==> config.mk <==
export PLATFORM = sky130hd
export DESIGN_NAME = if_stage
export DESIGN_NICKNAME = d
export VERILOG_FILES = /design/src/rtl/if_stage_pkg.sv /design/src/rtl/if_stage_pc_reg.sv /design/src/rtl/if_stage.sv
export SDC_FILE = /design/constraint.sdc
export NUM_CORES = 1
export LEC_CHECK = 0
export ABC_AREA = 1
export BUFFER_PORTS_ARGS = -buffer_cell sky130_fd_sc_hd__buf_2
export CORE_MARGIN = 4
export CORE_UTILIZATION = 50
export CTS_BUF_LIST = sky130_fd_sc_hd__clkbuf_4 sky130_fd_sc_hd__clkbuf_8
export DETAILED_ROUTE_END_ITERATION = 12
export PLACE_DENSITY = 0.75
export SLEW_MARGIN = 20
export SYNTH_ARGS = -nofsm -noshare
export SYNTH_HDL_FRONTEND = slang
export SYNTH_SLANG_ARGS = --single-unit
==> constraint.sdc <==
create_clock -name i_clk -period 1.8 [get_ports i_clk]
set_clock_uncertainty 0.15 [all_clocks]
set_input_delay 0.18 -clock i_clk [delete_from_list [all_inputs] [get_ports i_clk]]
set_output_delay 0.18 -clock i_clk [all_outputs]
set_load 0.005 [all_outputs]
==> src/rtl/if_stage_pkg.sv <==
// Shared constants, IF/ID payload type and sequential-PC helper for the fetch stage.
package if_stage_pkg;

    localparam int unsigned XLEN    = 32;
    localparam int unsigned ROM_AW  = 31;

    localparam logic [XLEN-1:0] RESET_PC_DEF   = 32'h8000_0000;
    localparam logic [XLEN-1:0] IRQ_VECTOR_DEF = 32'h8000_0004;
    localparam logic [XLEN-1:0] NOP            = 32'h0000_0000;

    typedef struct packed {
        logic [XLEN-1:0] instr;
        logic [XLEN-1:0] pc;
        logic [XLEN-1:0] pc_plus4;
        logic            valid;
        logic            irq;
    } ifid_t;

    // Supervisor bit rides along untouched; only the low 31 bits advance and wrap.
    function automatic logic [XLEN-1:0] seq_pc(input logic [XLEN-1:0] pc);
        return {pc[XLEN-1], pc[ROM_AW-1:0] + ROM_AW'(4)};
    endfunction

endpackage

==> src/rtl/if_stage_pc_reg.sv <==
// Program counter: priority next-PC mux (redirect, interrupt, stall, sequential).
module if_stage_pc_reg
    import if_stage_pkg::*;
#(
    parameter logic [31:0] RESET_PC   = RESET_PC_DEF,
    parameter logic [31:0] IRQ_VECTOR = IRQ_VECTOR_DEF
) (
    input  logic        i_clk,
    input  logic        i_reset,
    input  logic        i_stall,
    input  logic        i_redirect,
    input  logic [31:0] i_redirect_pc,
    input  logic        i_irq_take,
    output logic [31:0] o_pc,
    output logic [31:0] o_seq_pc
);

    logic [XLEN-1:0] r_pc;
    logic [XLEN-1:0] w_seq_pc;
    logic [XLEN-1:0] w_pc_next;

    assign w_seq_pc = seq_pc(r_pc);

    // A redirect may clear the supervisor bit but can never set it.
    always_comb begin
        w_pc_next = w_seq_pc;
        if (i_redirect) begin
            w_pc_next = {r_pc[XLEN-1] & i_redirect_pc[XLEN-1], i_redirect_pc[ROM_AW-1:0]};
        end else if (i_irq_take) begin
            w_pc_next = IRQ_VECTOR;
        end else if (i_stall) begin
            w_pc_next = r_pc;
        end
    end

    always_ff @(posedge i_clk) begin
        if (i_reset) begin
            r_pc <= RESET_PC;
        end else begin
            r_pc <= w_pc_next;
        end
    end

    assign o_pc     = r_pc;
    assign o_seq_pc = w_seq_pc;

endmodule

==> src/rtl/if_stage.sv <==
// MIPS instruction-fetch stage: PC ownership, ROM addressing and the IF/ID register.
module if_stage
    import if_stage_pkg::*;
#(
    parameter logic [31:0] RESET_PC   = RESET_PC_DEF,
    parameter logic [31:0] IRQ_VECTOR = IRQ_VECTOR_DEF
) (
    input  logic        i_clk,
    input  logic        i_reset,
    input  logic        i_stall,
    input  logic        i_flush,
    input  logic        i_redirect,
    input  logic [31:0] i_redirect_pc,
    input  logic        i_irq,
    output logic [30:0] o_rom_addr,
    input  logic [31:0] i_rom_data,
    output logic [31:0] o_id_instr,
    output logic [31:0] o_id_pc,
    output logic [31:0] o_id_pc_plus4,
    output logic        o_id_valid,
    output logic        o_id_irq
);

    logic [XLEN-1:0] w_pc;
    logic [XLEN-1:0] w_seq_pc;
    logic            w_irq_take;
    ifid_t           r_ifid;
    ifid_t           w_ifid_next;

    // Interrupts are masked in supervisor mode and deferred by any competing pipeline event.
    assign w_irq_take = i_irq & ~w_pc[XLEN-1] & ~i_stall & ~i_redirect & ~i_flush;

    if_stage_pc_reg #(
        .RESET_PC   (RESET_PC),
        .IRQ_VECTOR (IRQ_VECTOR)
    ) u_pc_reg (
        .i_clk         (i_clk),
        .i_reset       (i_reset),
        .i_stall       (i_stall),
        .i_redirect    (i_redirect),
        .i_redirect_pc (i_redirect_pc),
        .i_irq_take    (w_irq_take),
        .o_pc          (w_pc),
        .o_seq_pc      (w_seq_pc)
    );

    assign o_rom_addr = w_pc[ROM_AW-1:0];

    // Flush leaves the PC fields alone so the bubble still carries a sensible address.
    always_comb begin
        w_ifid_next = r_ifid;
        if (i_flush) begin
            w_ifid_next.instr = NOP;
            w_ifid_next.valid = 1'b0;
            w_ifid_next.irq   = 1'b0;
        end else if (i_stall) begin
            w_ifid_next = r_ifid;
        end else if (w_irq_take) begin
            w_ifid_next.instr    = NOP;
            w_ifid_next.pc       = w_pc;
            w_ifid_next.pc_plus4 = w_seq_pc;
            w_ifid_next.valid    = 1'b0;
            w_ifid_next.irq      = 1'b1;
        end else begin
            w_ifid_next.instr    = i_rom_data;
            w_ifid_next.pc       = w_pc;
            w_ifid_next.pc_plus4 = w_seq_pc;
            w_ifid_next.valid    = 1'b1;
            w_ifid_next.irq      = 1'b0;
        end
    end

    always_ff @(posedge i_clk) begin
        if (i_reset) begin
            r_ifid <= '0;
        end else begin
            r_ifid <= w_ifid_next;
        end
    end

    assign o_id_instr    = r_ifid.instr;
    assign o_id_pc       = r_ifid.pc;
    assign o_id_pc_plus4 = r_ifid.pc_plus4;
    assign o_id_valid    = r_ifid.valid;
    assign o_id_irq      = r_ifid.irq;

endmodule
[Word-level counts from Yosys, hierarchy flattened]
Index checks and enable logic that the tools add are counted.
Storage, ports and cells
  register bits: 130
  output and inout port bits: 129
  input port bits: 70
Cells by class
  add/sub/neg operators: 1
  equal/unequal tests: 1
  reductions and logical operators: 3
  multiplexer cells: 4
  bitwise operators: 9
Operators with widths (count)
  2-to-1 mux 98 bit: 1
  2-to-1 mux 32 bit: 2
  adder 31 x 3 -> 31 bit, second input constant: 1
  2-to-1 mux 31 bit: 1
  AND 1 bit: 5
  NOT 1 bit: 4
  != test 3 x 1 -> 1 bit, second input constant: 1
  AND reduction 2 bit: 1
  nonzero test 2 bit: 1
  OR reduction 2 bit: 1

[Longest topological paths before layout]
  depth in word-level cells: 7
  mapped depth: 10
  gate-level depth less buffers: 10

[Hierarchy]
From an unflattened synthesis, not the netlist that was laid out.
Unflattened totals
  cells, all modules: 777
  area, all modules: 5786.8 sq um
By module, submodules not included
  if_stage: times used 1, sequential area each 1961.9 sq um, area each 3562.2 sq um, cells an instance 433
  if_stage_pc_reg: times used 1, sequential area each 640.6 sq um, area each 2224.6 sq um, cells an instance 344

[Worst setup path after synthesis]
OpenSTA, ideal clock, no wires.
  path kind: register to register
  start point: register u_pc_reg.r_pc[3] (netlist: u_pc_reg.o_pc[3])
  end point: register r_ifid (netlist bit o_id_pc_plus4[28])
  arrival: 1.369 ns
  cell stages (with the launch flop): 11
  path slack: 0.165 ns
  buffers on the path: 0
  setup time: 0.115 ns
  period minus slack after synthesis: 1.635 ns
  cells stage by stage: dfxtp_1 ha_1 nand2_2 nor2_8 nand2_4 nor2_4 nand2_1 nand2_1 nand2_1 o21ai_0 inv_1
On the way
  cells in the longest elaborated chain, start to end: 2
Ends and longest elaborated chain
  start: declaration: RTL line if_stage_pc_reg.sv:18  | logic [XLEN-1:0] r_pc;
  start signal: assignment: RTL line if_stage_pc_reg.sv:40  | r_pc <= w_pc_next;
  adder 31 x 3 -> 31 bit: RTL line if_stage_pkg.sv:21  | return {pc[XLEN-1], pc[ROM_AW-1:0] + ROM_AW'(4)};
  2-to-1 mux 98 bit: RTL line if_stage.sv:58  | end else if (w_irq_take) begin
  end signal: assignment: RTL line if_stage.sv:77  | r_ifid <= w_ifid_next;
  end: declaration: RTL line if_stage.sv:27  | ifid_t r_ifid;
Every way passes these cells.
A chain may end at the register's enable or synchronous reset.

[Final worst setup path]
  start point: register u_pc_reg.r_pc[2] (netlist: u_pc_reg.o_pc[2])
  end point: register r_ifid (netlist bit o_id_pc_plus4[24])
Same word-level chain as after synthesis.

==> results.cfg <==
[synth]
synthesis.yosys.warnings = 0
mappedNetlistArea_um2 = 5894
mappedNetlistNets = 889
synth_edf_count = 0
yosys.cell_types.count = 31
netlist_instances = 818
postSynth.topFlopCell = sky130_fd_sc_hd__dfxtp_1
synth-seq-cells = 127
synthArstFlopShare_pct = 0
syn-mean-instance-area_um2 = 7.206
synth_seq_area_share_pct = 43.13

[sta]
hold_violations = 0
tns_ns = 0
finalSetupViolations = 0
timing.final.crit_period_ns = 1.722
period_share_pct = 95.66
max_slew_margin_pct = 70.11
max_slew_violation_count = 0
fmax_mhz = 580.8
postLayoutSetupSlackWorst_ns = 0.07817
least_margin_pin_slew_ns = 0.4483
rsz_0062_raised_after_global_routing = false

[min_path]
holdPathStages = 5
holdPathEnd = u_pc_reg.o_pc[2]
holdCritPathClass = in -> reg
worst_hold_startpoint = i_redirect_pc[2]

[global_routing]
grt_antenna_before_repair = 0
grt_pass1_vias = 5800
grt_pass1_wl_mm = 28.60
grt_start_max_net_pins = 56
global_route.overflow_total = 0
grt_use_total_pct = 27.29

[worst_setup_path]
critPathKind = reg -> reg
critical_path_peak_fanout = 4
crit-reg2reg-launch = u_pc_reg.o_pc[2]
crit_slowest_cell = sky130_fd_sc_hd__dfxtp_1
cp_num_buf_inv = 1
cp-end-kind = flip-flop
critical_path_required_ns = 1.99
critPathArrivalTime_ns = 1.91
regToRegEndpoint = o_id_pc_plus4[24]
critical_path_launch_point = u_pc_reg.o_pc[2]
timing.critical_path.slowest_cell_delay_ns = 0.34
critical-path-top-delay-family = simple AND/OR/NAND/NOR gates
startpoint_type = flip-flop
worst_r2r_path_depth = 10
ff2ff_setup_slack_ns = 0.08
critical_path.cell_chain = ha_2 -> nand2_2 -> nor2_8 -> nand2_4 -> nor2_4 -> nand2_1 -> nand2_1 -> nand2_1 -> o21ai_0 -> inv_1
critical_path.most_common_cell = sky130_fd_sc_hd__nand2_1

[power_and_ir_drop]
leakagePower_nw = 3.909
combPwrFrac_pct = 14.8
ir_worst_vdd_uv = 579.7
switchingPower_mw = 1.707
pwr-share-seq_pct = 47.6
pd_cells_nw_per_um2 = 811.7
p_sw_share_pct = 26.46
p_int_mw = 4.745
power.clock.fraction_pct = 37.6

[cells_and_area]
layout.cells.most_common = sky130_fd_sc_hd__buf_2
final_cell_mix = sky130_fd_sc_hd__buf_2, sky130_fd_sc_hd__nand2_1, sky130_fd_sc_hd__dfxtp_1
area.growth.synth_to_final_pct = 34.85
layout-drive-gt1-share_pct = 27.05
post-route-cell-area_um2 = 7949
finish.cell_count_without_fillers = 1206
fin_nets = 1122

[floorplan]
core.rowCount = 39
die_width_um = 116.6
core_area_um2 = 11470
die_height_um = 116.6
design.die.area_um2 = 13590
top_level_ports = 199
start_util_pct = 51.40

[drt]
vias = 6162
drt_iter0_markers = 628
postRouteAntennaNets = 0
remaining_drc_errors = 0
post_drt_via_cell_ratio = 5.109
drt_pass1_iterations = 5
routed_wirelength_mm = 18.67
route.detailed.wl_per_inst_um = 15.48

[placement]
placed_area_um2 = 6830
post-place-ws_ns = 0.08650
placed_cells_incl_taps = 1105
gpl.final_weighted_congestion = 0.8734
numPortBuffers = 198
hpwl_mm = 12.17

[flow_run]
maxCapViolations = 0

[clock_tree]
post-cts-setup-buffers = 0
cts.sinks = 127
h-tree-depth = 4
worstSkewPairLatency_ns = 0.45
cts.clk_slew.worst_paths_ns = 0.07
cts_max_path_buffers = 2
numCtsBuffers = 17
tritoncts_clock_tree = built
clock_tree.root_cell = sky130_fd_sc_hd__clkbuf_8

[outcome]
run_status = finished, final reports clean
sequential cells by signal, summed over array words and instances, names as in the netlist:
register and cells:
o_id_valid 1, o_id_irq 1, o_id_pc 32, o_id_pc_plus4 29, u_pc_reg.o_pc 32, o_id_instr 32
synth_stat cells (2+ instances only):
library cell | count | area [µm²]
sky130_fd_sc_hd__and2_1 | 3 | 18.77
sky130_fd_sc_hd__nor2_4 | 5 | 56.30
sky130_fd_sc_hd__a21o_1 | 2 | 15.01
sky130_fd_sc_hd__o21ai_0 | 81 | 405.4
sky130_fd_sc_hd__a31oi_1 | 6 | 37.54
sky130_fd_sc_hd__nand2_4 | 3 | 33.78
sky130_fd_sc_hd__nand2_1 | 163 | 611.8
sky130_fd_sc_hd__nor2_1 | 100 | 375.4
sky130_fd_sc_hd__xor2_1 | 13 | 113.9
sky130_fd_sc_hd__nor2_8 | 4 | 80.08
sky130_fd_sc_hd__a21oi_1 | 82 | 410.4
sky130_fd_sc_hd__nor2_2 | 4 | 25.02
sky130_fd_sc_hd__nand3_1 | 50 | 250.2
sky130_fd_sc_hd__a21oi_2 | 2 | 17.52
sky130_fd_sc_hd__clkbuf_1 | 27 | 101.4
sky130_fd_sc_hd__buf_2 | 11 | 55.05
sky130_fd_sc_hd__buf_4 | 34 | 255.2
sky130_fd_sc_hd__o21ai_1 | 4 | 20.02
sky130_fd_sc_hd__inv_1 | 77 | 289.0
sky130_fd_sc_hd__nand2_2 | 4 | 25.02
sky130_fd_sc_hd__buf_1 | 2 | 7.510
sky130_fd_sc_hd__inv_2 | 3 | 11.26
sky130_fd_sc_hd__buf_6 | 4 | 45.04
sky130_fd_sc_hd__dfxtp_1 | 127 | 2542
cells by family (layout without fill, tap and decap cells):
group | Yosys count | count (layout) | synth area share (%)
adders and majority gates | 1 | 1 | 0.2122
DFF | 127 | 127 | 43.13
xor gates and xnor gates | 15 | 15 | 2.356
and+or+nand+nor | 338 | 338 | 25.68
buffers and inverters | 159 | 402 | 13.12
AOI/OAI and AO/OA | 178 | 178 | 15.50
other | 0 | 2 | 0
tightest hold or removal path: stages:
cell and delay [ns]:
sky130_fd_sc_hd__buf_2 0.08, sky130_fd_sc_hd__o21ai_0 0.08, sky130_fd_sc_hd__a21oi_1 0.12, sky130_fd_sc_hd__o31ai_1 0.08
sky130_fd_sc_hd__inv_1 0.05
worst max path at each step:
stage,end,slack (ns),depth (start not counted)
2_1_floorplan,o_id_pc_plus4[28],0.17,10
3_3_place_gp,u_pc_reg.o_pc[26],0.14,9
3_5_place_dp,u_pc_reg.o_pc[30],0.09,9
4_1_cts,o_id_pc_plus4[24],0.07,10
5_1_grt,o_id_pc_plus4[28],0.001,10
6_report,o_id_pc_plus4[24],0.08,10
power by group through the flow:
stage          Combinational, mW  Sequential, mW  Clock [mW]
2_1_floorplan              0.476            3.13           0
3_3_place_gp               0.804            3.12           0
3_5_place_dp               0.808            3.13           0
4_1_cts                    0.931            3.07        2.44
5_1_grt                     1.06            3.09        2.57
6_report                   0.955            3.07        2.43
area by class of cell:
class                      instances  area [µm²]
multi-input combinational        532        2610
fill                             926        3518
clock inverter                     7       87.58
sequential                       127        2546
timing repair buffer             292        1922
tap                              143       178.9
clock buffer                      22       290.3
inverter                          81       309.0
antenna                            2       5.005
metal layers:
| layer | vias to the layer above | share of wire (%) | GRT usage, % |
|---|---|---|---|
| li1 | 3031 | - | - |
| met1 | 2791 | 41 | 34.79 |
| met2 | 296 | 47 | 43.02 |
| met3 | 44 | 9.2 | 7.824 |
| met4 | 0 | 2.7 | 12.23 |
| met5 | - | 0 | 0 |
metrics by stage:
step	total power [mW]	utilization, %	hold slack (ns)
after global placement	3.929	59.56	0.2858
after floorplan	3.603	-	0.1790
after CTS	6.441	68.97	0.002837
after detailed placement	3.936	59.56	0.2978
final	6.452	69.32	0.01785
after global routing	6.711	69.27	0.02584
repair_timing:
action / CTS / global route
endpoints found under the setup margin: 0 / 13
gates resized for setup: 0 / 11
hold endpoints to repair: 63 / 0
hold buffers: 70 / 0
No activity file was read; power rests on OpenSTA's default activity.
